<file path="src/rtl/combined_sample_axi_writer_pkg.sv">
// Shared definitions for the combined-sample AXI writer: AXI response codes,
// writer FSM states and the word size of the capture window.
package combined_sample_axi_writer_pkg;

  localparam logic [1:0] AXI_RESP_OKAY   = 2'b00;
  localparam logic [1:0] AXI_RESP_EXOKAY = 2'b01;
  localparam logic [1:0] AXI_RESP_SLVERR = 2'b10;
  localparam logic [1:0] AXI_RESP_DECERR = 2'b11;

  localparam int unsigned WORD_BYTES = 4;

  typedef enum logic [1:0] {
    ST_IDLE      = 2'd0,
    ST_ADDR_DATA = 2'd1,
    ST_RESP      = 2'd2
  } wr_state_e;

  // Slave and decode errors are the responses that mark the capture as bad.
  function automatic logic resp_is_err(input logic [1:0] resp);
    case (resp)
      AXI_RESP_OKAY, AXI_RESP_EXOKAY:  return 1'b0;
      AXI_RESP_SLVERR, AXI_RESP_DECERR: return 1'b1;
      default:                          return 1'b0;
    endcase
  endfunction

endpackage

</file>
<file path="src/rtl/combined_sample_axi_writer_sample_fifo.sv">
// Synchronous sample FIFO with same-edge push/pop; head is read straight from
// the storage registers so the writer can latch it on the pop edge.
module combined_sample_axi_writer_sample_fifo #(
  parameter int unsigned DATA_W = 32,
  parameter int unsigned DEPTH  = 8
) (
  input  logic              clk,
  input  logic              reset,
  input  logic              push,
  input  logic [DATA_W-1:0] din,
  input  logic              pop,
  output logic [DATA_W-1:0] head_c,
  output logic              full_c,
  output logic              empty_c
);

  localparam int unsigned PTR_W = $clog2(DEPTH);

  logic [DATA_W-1:0] mem [DEPTH];
  logic [PTR_W:0]    wr_ptr;
  logic [PTR_W:0]    rd_ptr;

  always_ff @(posedge clk) begin
    if (push) mem[wr_ptr[PTR_W-1:0]] <= din;
  end

  // Pointers carry one wrap bit to tell full from empty.
  always_ff @(posedge clk or negedge reset) begin
    if (!reset) begin
      wr_ptr <= '0;
      rd_ptr <= '0;
    end else begin
      if (push) wr_ptr <= wr_ptr + (PTR_W+1)'(1);
      if (pop)  rd_ptr <= rd_ptr + (PTR_W+1)'(1);
    end
  end

  assign empty_c = (wr_ptr == rd_ptr);
  assign full_c  = (wr_ptr[PTR_W] != rd_ptr[PTR_W]) &&
                   (wr_ptr[PTR_W-1:0] == rd_ptr[PTR_W-1:0]);
  assign head_c  = mem[rd_ptr[PTR_W-1:0]];

endmodule

</file>
<file path="src/rtl/combined_sample_axi_writer.sv">
// Buffers combiner samples and writes each one to a circular SRAM capture
// window as a single-beat AXI4 write, one transaction outstanding at a time.
module combined_sample_axi_writer
  import combined_sample_axi_writer_pkg::*;
#(
  parameter int unsigned       DATA_W     = 32,
  parameter int unsigned       ADDR_W     = 32,
  parameter logic [ADDR_W-1:0] BASE_ADDR  = '0,
  parameter int unsigned       NUM_WORDS  = 256,
  parameter int unsigned       FIFO_DEPTH = 8,
  localparam int unsigned      IDX_W      = $clog2(NUM_WORDS)
) (
  input  logic                clk,
  input  logic                reset,
  input  logic                din_valid,
  input  logic [DATA_W-1:0]   din,
  output logic [ADDR_W-1:0]   S_AXI_AWADDR,
  output logic                S_AXI_AWVALID,
  input  logic                S_AXI_AWREADY,
  output logic [DATA_W-1:0]   S_AXI_WDATA,
  output logic [DATA_W/8-1:0] S_AXI_WSTRB,
  output logic                S_AXI_WVALID,
  input  logic                S_AXI_WREADY,
  input  logic [1:0]          S_AXI_BRESP,
  input  logic                S_AXI_BVALID,
  output logic                S_AXI_BREADY,
  output logic [IDX_W-1:0]    word_idx,
  output logic                frame_done,
  output logic                overflow,
  output logic                resp_err
);

  wr_state_e         state_q, state_d;
  logic              pop_c, push_c;
  logic              fifo_full, fifo_empty;
  logic [DATA_W-1:0] fifo_head;

  logic [ADDR_W-1:0] awaddr_d;
  logic [DATA_W-1:0] wdata_d;
  logic              awvalid_d, wvalid_d, bready_d;
  logic [IDX_W-1:0]  word_idx_d;
  logic              frame_done_d, overflow_d, resp_err_d;

  assign S_AXI_WSTRB = '1;

  // Upstream cannot be stalled, so a push is only refused when truly full.
  assign push_c = din_valid && (!fifo_full || pop_c);

  combined_sample_axi_writer_sample_fifo #(
    .DATA_W (DATA_W),
    .DEPTH  (FIFO_DEPTH)
  ) u_fifo (
    .clk     (clk),
    .reset   (reset),
    .push    (push_c),
    .din     (din),
    .pop     (pop_c),
    .head_c  (fifo_head),
    .full_c  (fifo_full),
    .empty_c (fifo_empty)
  );

  // State and output registers.
  always_ff @(posedge clk or negedge reset) begin
    if (!reset) begin
      state_q       <= ST_IDLE;
      S_AXI_AWADDR  <= BASE_ADDR;
      S_AXI_AWVALID <= 1'b0;
      S_AXI_WDATA   <= '0;
      S_AXI_WVALID  <= 1'b0;
      S_AXI_BREADY  <= 1'b0;
      word_idx      <= '0;
      frame_done    <= 1'b0;
      overflow      <= 1'b0;
      resp_err      <= 1'b0;
    end else begin
      state_q       <= state_d;
      S_AXI_AWADDR  <= awaddr_d;
      S_AXI_AWVALID <= awvalid_d;
      S_AXI_WDATA   <= wdata_d;
      S_AXI_WVALID  <= wvalid_d;
      S_AXI_BREADY  <= bready_d;
      word_idx      <= word_idx_d;
      frame_done    <= frame_done_d;
      overflow      <= overflow_d;
      resp_err      <= resp_err_d;
    end
  end

  // Next state: address and data phases both finish before the response phase.
  always_comb begin
    state_d = state_q;
    case (state_q)
      ST_IDLE:      if (!fifo_empty) state_d = ST_ADDR_DATA;
      ST_ADDR_DATA: if (!S_AXI_AWVALID && !S_AXI_WVALID) state_d = ST_RESP;
      ST_RESP:      if (S_AXI_BVALID) state_d = ST_IDLE;
      default:      state_d = ST_IDLE;
    endcase
  end

  // Next values of the registered outputs.
  always_comb begin
    pop_c        = 1'b0;
    awaddr_d     = S_AXI_AWADDR;
    wdata_d      = S_AXI_WDATA;
    awvalid_d    = S_AXI_AWVALID;
    wvalid_d     = S_AXI_WVALID;
    bready_d     = S_AXI_BREADY;
    word_idx_d   = word_idx;
    frame_done_d = 1'b0;
    resp_err_d   = resp_err;
    case (state_q)
      ST_IDLE: begin
        if (!fifo_empty) begin
          pop_c     = 1'b1;
          wdata_d   = fifo_head;
          awaddr_d  = BASE_ADDR + ADDR_W'(word_idx) * ADDR_W'(WORD_BYTES);
          awvalid_d = 1'b1;
          wvalid_d  = 1'b1;
        end
      end
      ST_ADDR_DATA: begin
        if (S_AXI_AWVALID && S_AXI_AWREADY) awvalid_d = 1'b0;
        if (S_AXI_WVALID && S_AXI_WREADY)   wvalid_d  = 1'b0;
        if (!S_AXI_AWVALID && !S_AXI_WVALID) bready_d = 1'b1;
      end
      ST_RESP: begin
        if (S_AXI_BVALID) begin
          bready_d     = 1'b0;
          resp_err_d   = resp_err | resp_is_err(S_AXI_BRESP);
          word_idx_d   = word_idx + IDX_W'(1);
          frame_done_d = (word_idx == IDX_W'(NUM_WORDS - 1));
        end
      end
      default: ;
    endcase
    overflow_d = overflow | (din_valid && fifo_full && !pop_c);
  end

endmodule

</file>
<file path="config.mk">
export PLATFORM = sky130hd
export DESIGN_NAME = combined_sample_axi_writer
export DESIGN_NICKNAME = d
export VERILOG_FILES = /design/src/rtl/combined_sample_axi_writer_pkg.sv /design/src/rtl/combined_sample_axi_writer_sample_fifo.sv /design/src/rtl/combined_sample_axi_writer.sv
export SDC_FILE = /design/constraint.sdc
export NUM_CORES = 1
export LEC_CHECK = 0
export CAP_MARGIN = 5
export CORE_MARGIN = 5
export CORE_UTILIZATION = 32
export DETAILED_ROUTE_END_ITERATION = 8
export DONT_BUFFER_PORTS = 1
export GPL_ROUTABILITY_DRIVEN = 0
export HOLD_SLACK_MARGIN = 0.06
export PLACE_DENSITY = 0.43
export SLEW_MARGIN = 5
export SYNTH_ARGS = -nofsm -noshare
export SYNTH_HDL_FRONTEND = slang
export SYNTH_SLANG_ARGS = --single-unit
</file>
<file path="constraint.sdc">
create_clock -name clk -period 4.8 [get_ports clk]
set_clock_uncertainty 0.1 [all_clocks]
set_input_delay 0.96 -clock clk [delete_from_list [all_inputs] [get_ports clk]]
set_output_delay 0.96 -clock clk [all_outputs]
set_load 0.02 [all_outputs]
</file>
# Yosys cells after proc, flatten, opt, wreduce, memory -nomap -nowiden
# Memory sizes are Yosys's and may differ from the RTL's. A register that Yosys moved wholly into a read port is not among the register bits.
# Index checks and enable logic that the tools add are counted.
dict set report word_totals {
  word_cells 78
  reg_bits 32
  ramBits 256
  mem_count 1
  in_bits 40
  out_inout_bits 82
}
# memory words width read_ports rd_ports_with_merged_regs wr line
set memory_table {}
lappend memory_table {u_fifo.mem 8 32 1 1 1 combined_sample_axi_writer_sample_fifo.sv:19} ;# logic [DATA_W-1:0] mem [DEPTH];
dict set report op_classes {
  add_sub_neg 3
  muxes 21
  n_eq_ne 14
  n_bitwise 3
  n_reduce_logical 25
}
# operator count
set op_table {}
lappend op_table {{$mux 1} 13}
lappend op_table {{$reduce_and 3->1} 4}
lappend op_table {{$ne 2x2->1 const B} 5}
lappend op_table {{$add 4x1->4 const B} 2}
lappend op_table {{$add 8x1->8 const B} 1}
lappend op_table {{$eq 8x8->1 const B} 1}
lappend op_table {{$pmux 1 s2} 4}
lappend op_table {{$logic_and 1x1->1} 7}
lappend op_table {{$eq 2x2->1 const B} 3}
lappend op_table {{$mux 2} 3}
lappend op_table {{$pmux 2 s3} 1}
lappend op_table {{$logic_not 1->1} 5}
lappend op_table {{$eq 2x1->1 const B} 2}
lappend op_table {{$eq 4x4->1} 1}
lappend op_table {{$logic_not 2->1} 2}
lappend op_table {{$reduce_and 2->1} 2}
lappend op_table {{$reduce_bool 2->1} 2}
lappend op_table {{$reduce_or 2->1} 2}
lappend op_table {{$eq 3x3->1} 1}
lappend op_table {{$or 1x1->1} 2}
lappend op_table {{$logic_or 1x1->1} 1}
lappend op_table {{$ne 1x1->1} 1}
lappend op_table {{$not 1->1} 1}

# Logic depth before layout (Yosys ltp)
dict set report logic_depth {
  depth_word 7
  mapped_depth 7
  depth_no_buf 4
}

# Cells and area by module
# A second synthesis with hierarchy kept.
dict set report unflattened {
  cells_unflattened 680
  area_unflattened_um2 12710.9
}
# module seq_area_each_um2 cells_each area_per_inst_um2 instances
set by_module_without_submodules {}
lappend by_module_without_submodules {combined_sample_axi_writer_sample_fifo 7887.6 414 10263.6 1}
lappend by_module_without_submodules {combined_sample_axi_writer 1401.3 266 2447.3 1}

# Worst setup path before layout
# No wires, ideal clock.
dict set report synth_path {
  path_type {register -> register}
  startpoint {register u_fifo.wr_ptr[1]}
  endpoint {memory u_fifo.mem[0][0], enable pin}
  arrival_time_ns 4.260
  period_less_slack_ns 4.861
  path_buffers 1
  path_slack_ns -0.061
  setup_ns 0.501
  path_stages_with_launch 6
  t_required_ns 4.199
  path_cell_list {dfrtp_1 clkbuf_1 xor2_1 or3_1 o21ai_2 nor4_1}
}
dict set report synth_via {
  elab_chain_cells 7
  word_cells_on_any_way 10
  classes_between {eq/ne (2); mux (4); reduce/logical (4)}
}
# element line
set synth_lines {}
lappend synth_lines {{start, declared} combined_sample_axi_writer_sample_fifo.sv:20} ;# logic [PTR_W:0] wr_ptr;
lappend synth_lines {{start signal, assigned} combined_sample_axi_writer_sample_fifo.sv:33} ;# if (push) wr_ptr <= wr_ptr + (PTR_W+1)'(1);
lappend synth_lines {{$eq 4x4->1 or $eq 3x3->1 (tied branches)} {combined_sample_axi_writer_sample_fifo.sv:38, combined_sample_axi_writer_sample_fifo.sv:40}}
lappend synth_lines {{$mux 1 or $logic_and 1x1->1 (tied branches)} {combined_sample_axi_writer.sv:114, combined_sample_axi_writer_sample_fifo.sv:39}}
lappend synth_lines {{$mux 1 or $logic_not 1->1 (tied branches)} {combined_sample_axi_writer.sv:112, combined_sample_axi_writer.sv:47}}
lappend synth_lines {{$logic_or 1x1->1} combined_sample_axi_writer.sv:47} ;# assign push_c = din_valid && (!fifo_full || pop_c);
lappend synth_lines {{$logic_and 1x1->1} combined_sample_axi_writer.sv:47}
lappend synth_lines {{$mux 1} combined_sample_axi_writer_sample_fifo.sv:24} ;# if (push) mem[wr_ptr[PTR_W-1:0]] <= din;
lappend synth_lines {{$mux 1 (implied by the code)} combined_sample_axi_writer_sample_fifo.sv:24}
lappend synth_lines {{end, declared} combined_sample_axi_writer_sample_fifo.sv:19}
# Several ways; a longest one is shown, not always the timed one.

# Worst setup path in the final report
dict set report layout_path {
  startpoint {register u_fifo.rd_ptr[0]}
  endpoint {memory u_fifo.mem[5][1], enable pin}
}
dict set report layout_via {
  elab_chain_cells 7
  word_cells_on_any_way 10
  classes_between {eq/ne (2); mux (4); reduce/logical (4)}
}
# element line
set layout_lines {}
lappend layout_lines {{start, declared} combined_sample_axi_writer_sample_fifo.sv:21} ;# logic [PTR_W:0] rd_ptr;
lappend layout_lines {{start signal, assigned} combined_sample_axi_writer_sample_fifo.sv:34} ;# if (pop) rd_ptr <= rd_ptr + (PTR_W+1)'(1);
lappend layout_lines {{$eq 4x4->1 or $eq 3x3->1 (tied branches)} {combined_sample_axi_writer_sample_fifo.sv:38, combined_sample_axi_writer_sample_fifo.sv:40}}
lappend layout_lines {{$mux 1 or $logic_and 1x1->1 (tied branches)} {combined_sample_axi_writer.sv:114, combined_sample_axi_writer_sample_fifo.sv:39}}
lappend layout_lines {{$mux 1 or $logic_not 1->1 (tied branches)} {combined_sample_axi_writer.sv:112, combined_sample_axi_writer.sv:47}}
lappend layout_lines {{$logic_or 1x1->1 *} combined_sample_axi_writer.sv:47}
lappend layout_lines {{$logic_and 1x1->1 *} combined_sample_axi_writer.sv:47}
lappend layout_lines {{$mux 1 *} combined_sample_axi_writer_sample_fifo.sv:24}
lappend layout_lines {{$mux 1 (implied by the code) *} combined_sample_axi_writer_sample_fifo.sv:24}
# Every way passes the cells marked *; elsewhere a longest branch is shown, timed or not.

==> flow_summary.yaml <==
floorplanning:
  die_w_um: 206
  io-pin-count: 122
  dieArea_mm2: 0.0425
  die_h_um: 206
  initial_core_util_pct: 32.6
  rows: 71
  core_area_mm2: 0.0378
worst_hold_path:
  hp-class: "input pin to asynchronous set/reset pin"
final_layout:
  final_cell_mix: "256 x edfxtp_1, 64 x mux4_2, 61 x dfrtp_1"
  regArea_mm2: 0.00930
  finalNetCount: 695
  multiInputGateArea_mm2: 0.00282
  drive_above_1_share_pct: 21.5
  antenna_cells: 0
  fin_area_mm2: 0.0141
  final_common_cell: "edfxtp_1"
  areaGrowthSynthToFinish_pct: 14.2
  nFillCells: 3506
worst_setup_path:
  worstSetupPathType: "flip-flop to flip-flop"
  slowest_delay_ns: 0.83
  crit_required_ns: 4.88
  path_depth: 5
  r2r_cells: 5
  arrival_ns: 3.27
  crit_path_top_delay_cell: "dfrtp_4"
  r2r-start: "u_fifo.rd_ptr[0]"
  critPathMaxFanout: 29
  path_cells: "xor2_1 -> or3_1 -> o211ai_1 -> nor2_4 -> buf_4"
  r2r_end: "u_fifo.mem[5][1]"
  path_buf_inv: 1
  rrSetupSlack_ns: 1.61
  worst_setup_path_end_kind: "flip-flop"
  cp_top_family: "flip-flops"
  start_kind: "flip-flop"
sta:
  relSlewSlack_pct: 30.5
  fin_tns_setup_ns: 0
  rsz0062_at_grt: "false"
  period_share_pct: 66.5
  hold_violations: 0
  max_freq_mhz: 313
  period_needed_ns: 3.19
  worst-slew-pin-transition_ns: 1.04
  maxSlewViolCount: 0
  setup_ws_ns: 1.61
  setup_viol_count_final: 0
drt:
  avgRoutedWirePerCell_um: 22.0
  route.detailed.drc: 0
  vias_per_cell: 4.64
  drt_iter0_markers: 218
  drt-total-wl_um: 26200
  ant_nets: 0
  vias: 5521
  drtPass1Iterations: 4
global_route:
  grt_use_total_pct: 12.5
  grt_pass1_vias: 6007
  grt-ovfl-total: 0
  antenna_found_initial: 0
  grt_max_degree: 68
  grt_pass1_wl_um: 39000
cts:
  h-tree-depth: 2
  root_buffer: "clkbuf_16"
  cts_tree: "done"
  clkTransAtPathRegs_ns: 0.06
  cts.path.max_buffers: 3
  post_cts_resized: 0
  clock_sinks: 320
  cts_buffers: 36
  clk_latency_ns: 0.54
job:
  timing.max_cap.violations: 0
placement:
  dp_hpwl_um: 14600
  numPortBuffers: 0
  dpl_worst_slack_ns: 1.60
  place_area_mm2: 0.0129
logic_synthesis:
  syn-instance-count: 628
  yosysWarnings: 0
  syn_avg_cell_area_um2: 19.6
  synthTopCellsByArea: "edfxtp_1 62%, dfrtp_1 13%, mux4_2 12%"
  synth_top_area_cell: "edfxtp_1"
  ys_types: 38
  syn-cell-area_mm2: 0.0123
  ys_async_sr_fraction_pct: 20.0
  synth-seq-cells: 320
  yosys.area.top_type_share_pct: 62.4
  ys_seq_area_share_pct: 75.4
  synth-edff-count: 256
  ys.flop_type: "edfxtp_1"
power_and_ir_drop:
  power_density_mw_per_mm2: 645
  p_leak_nw: 4.86
  ir_worst_vdd_v: 0.000360
run_status:
  status: "finished, final reports clean"
per-stage QoR:
stage	util (%)	hold slack (ns)	power, mW	std cells
3_3_place_gp	34.1	0.374	6.53	1124
6_report	37.2	0.224	9.08	1189
4_1_cts	37.2	0.209	9.30	1189
3_5_place_dp	34.1	0.375	6.58	1124
2_1_floorplan	-	0.360	5.87	654
5_1_grt	37.2	0.231	9.61	1189
state kept, by name, indices dropped and copies added (netlist names):
signal / cells
u_fifo.wr_ptr: 4
overflow: 1
S_AXI_AWADDR: 8
u_fifo.rd_ptr: 4
word_idx: 8
S_AXI_AWVALID: 1
state_q: 2
frame_done: 1
resp_err: 1
S_AXI_WDATA: 32
u_fifo.mem: 256
S_AXI_BREADY: 1
S_AXI_WVALID: 1
power by group:
| group | total, mW | switching (mW) | internal, mW |
|---|---|---|---|
| Combinational | 2.26 | 1.27 | 0.986 |
| Sequential | 4.18 | 0.575 | 3.60 |
| Clock | 2.65 | 1.05 | 1.60 |
| Total | 9.08 | 2.90 | 6.18 |
final cells by class:
class	count	share of cell area [%]
well taps	511	4.54
repair buffers	20	1.21
flip-flops and latches	320	66.1
clock buffers	51	7.02
inverters	4	0.107
clock inverters	13	1.02
multi-input cells	270	20.0
per-layer routing:
layer,vias to the layer above,track usage (%),routed length (µm)
li1,2459,-,-
met1,2892,16.3,11200
met2,125,20.1,12500
met3,45,3.83,1780
met4,0,4.42,677
met5,-,0,0
worst max path at each step:
stage,startpoint,endpoint,slack [ns]
after floorplan,u_fifo.wr_ptr[1],u_fifo.mem[1][0],0.76
after global placement,u_fifo.rd_ptr[0],u_fifo.mem[5][26],1.60
after detailed placement,u_fifo.rd_ptr[0],u_fifo.mem[5][26],1.60
after CTS,u_fifo.rd_ptr[0],u_fifo.mem[5][28],1.56
after global routing,u_fifo.rd_ptr[0],u_fifo.mem[5][1],1.37
final,u_fifo.rd_ptr[0],u_fifo.mem[5][1],1.61
cell usage after synthesis (2+ instances only):
cell type,n
o21ai_1,9
o21ai_0,27
nor2_1,7
xor2_1,9
clkbuf_1,12
edfxtp_1,256
a21oi_1,2
ha_1,3
inv_1,4
a22oi_1,2
buf_2,12
buf_4,31
nand3_1,5
mux2i_1,32
o211ai_1,2
conb_1,2
mux4_2,64
nand2_1,39
nor3_1,5
mux2_1,10
and3_1,2
buf_1,5
dfrtp_1,64
xnor2_1,8
nand2b_1,3
what timing repair did:
action / CTS / global route
setup buffers: 0 / 0
hold buffers: 1 / 0
endpoints found under the hold margin: 64 / 0
cell families after synthesis:
family | Yosys count | synth area share [%]
other | 2 | 0.0610
and+or+nand+nor | 68 | 2.47
xor gates and xnor gates | 17 | 1.21
DFF | 320 | 75.4
buffers and inverters | 64 | 3.02
muxes | 106 | 15.2
AOI/OAI and AO/OA | 48 | 2.33
adders and majority gates | 3 | 0.305
(Power assumes the default switching activity.)
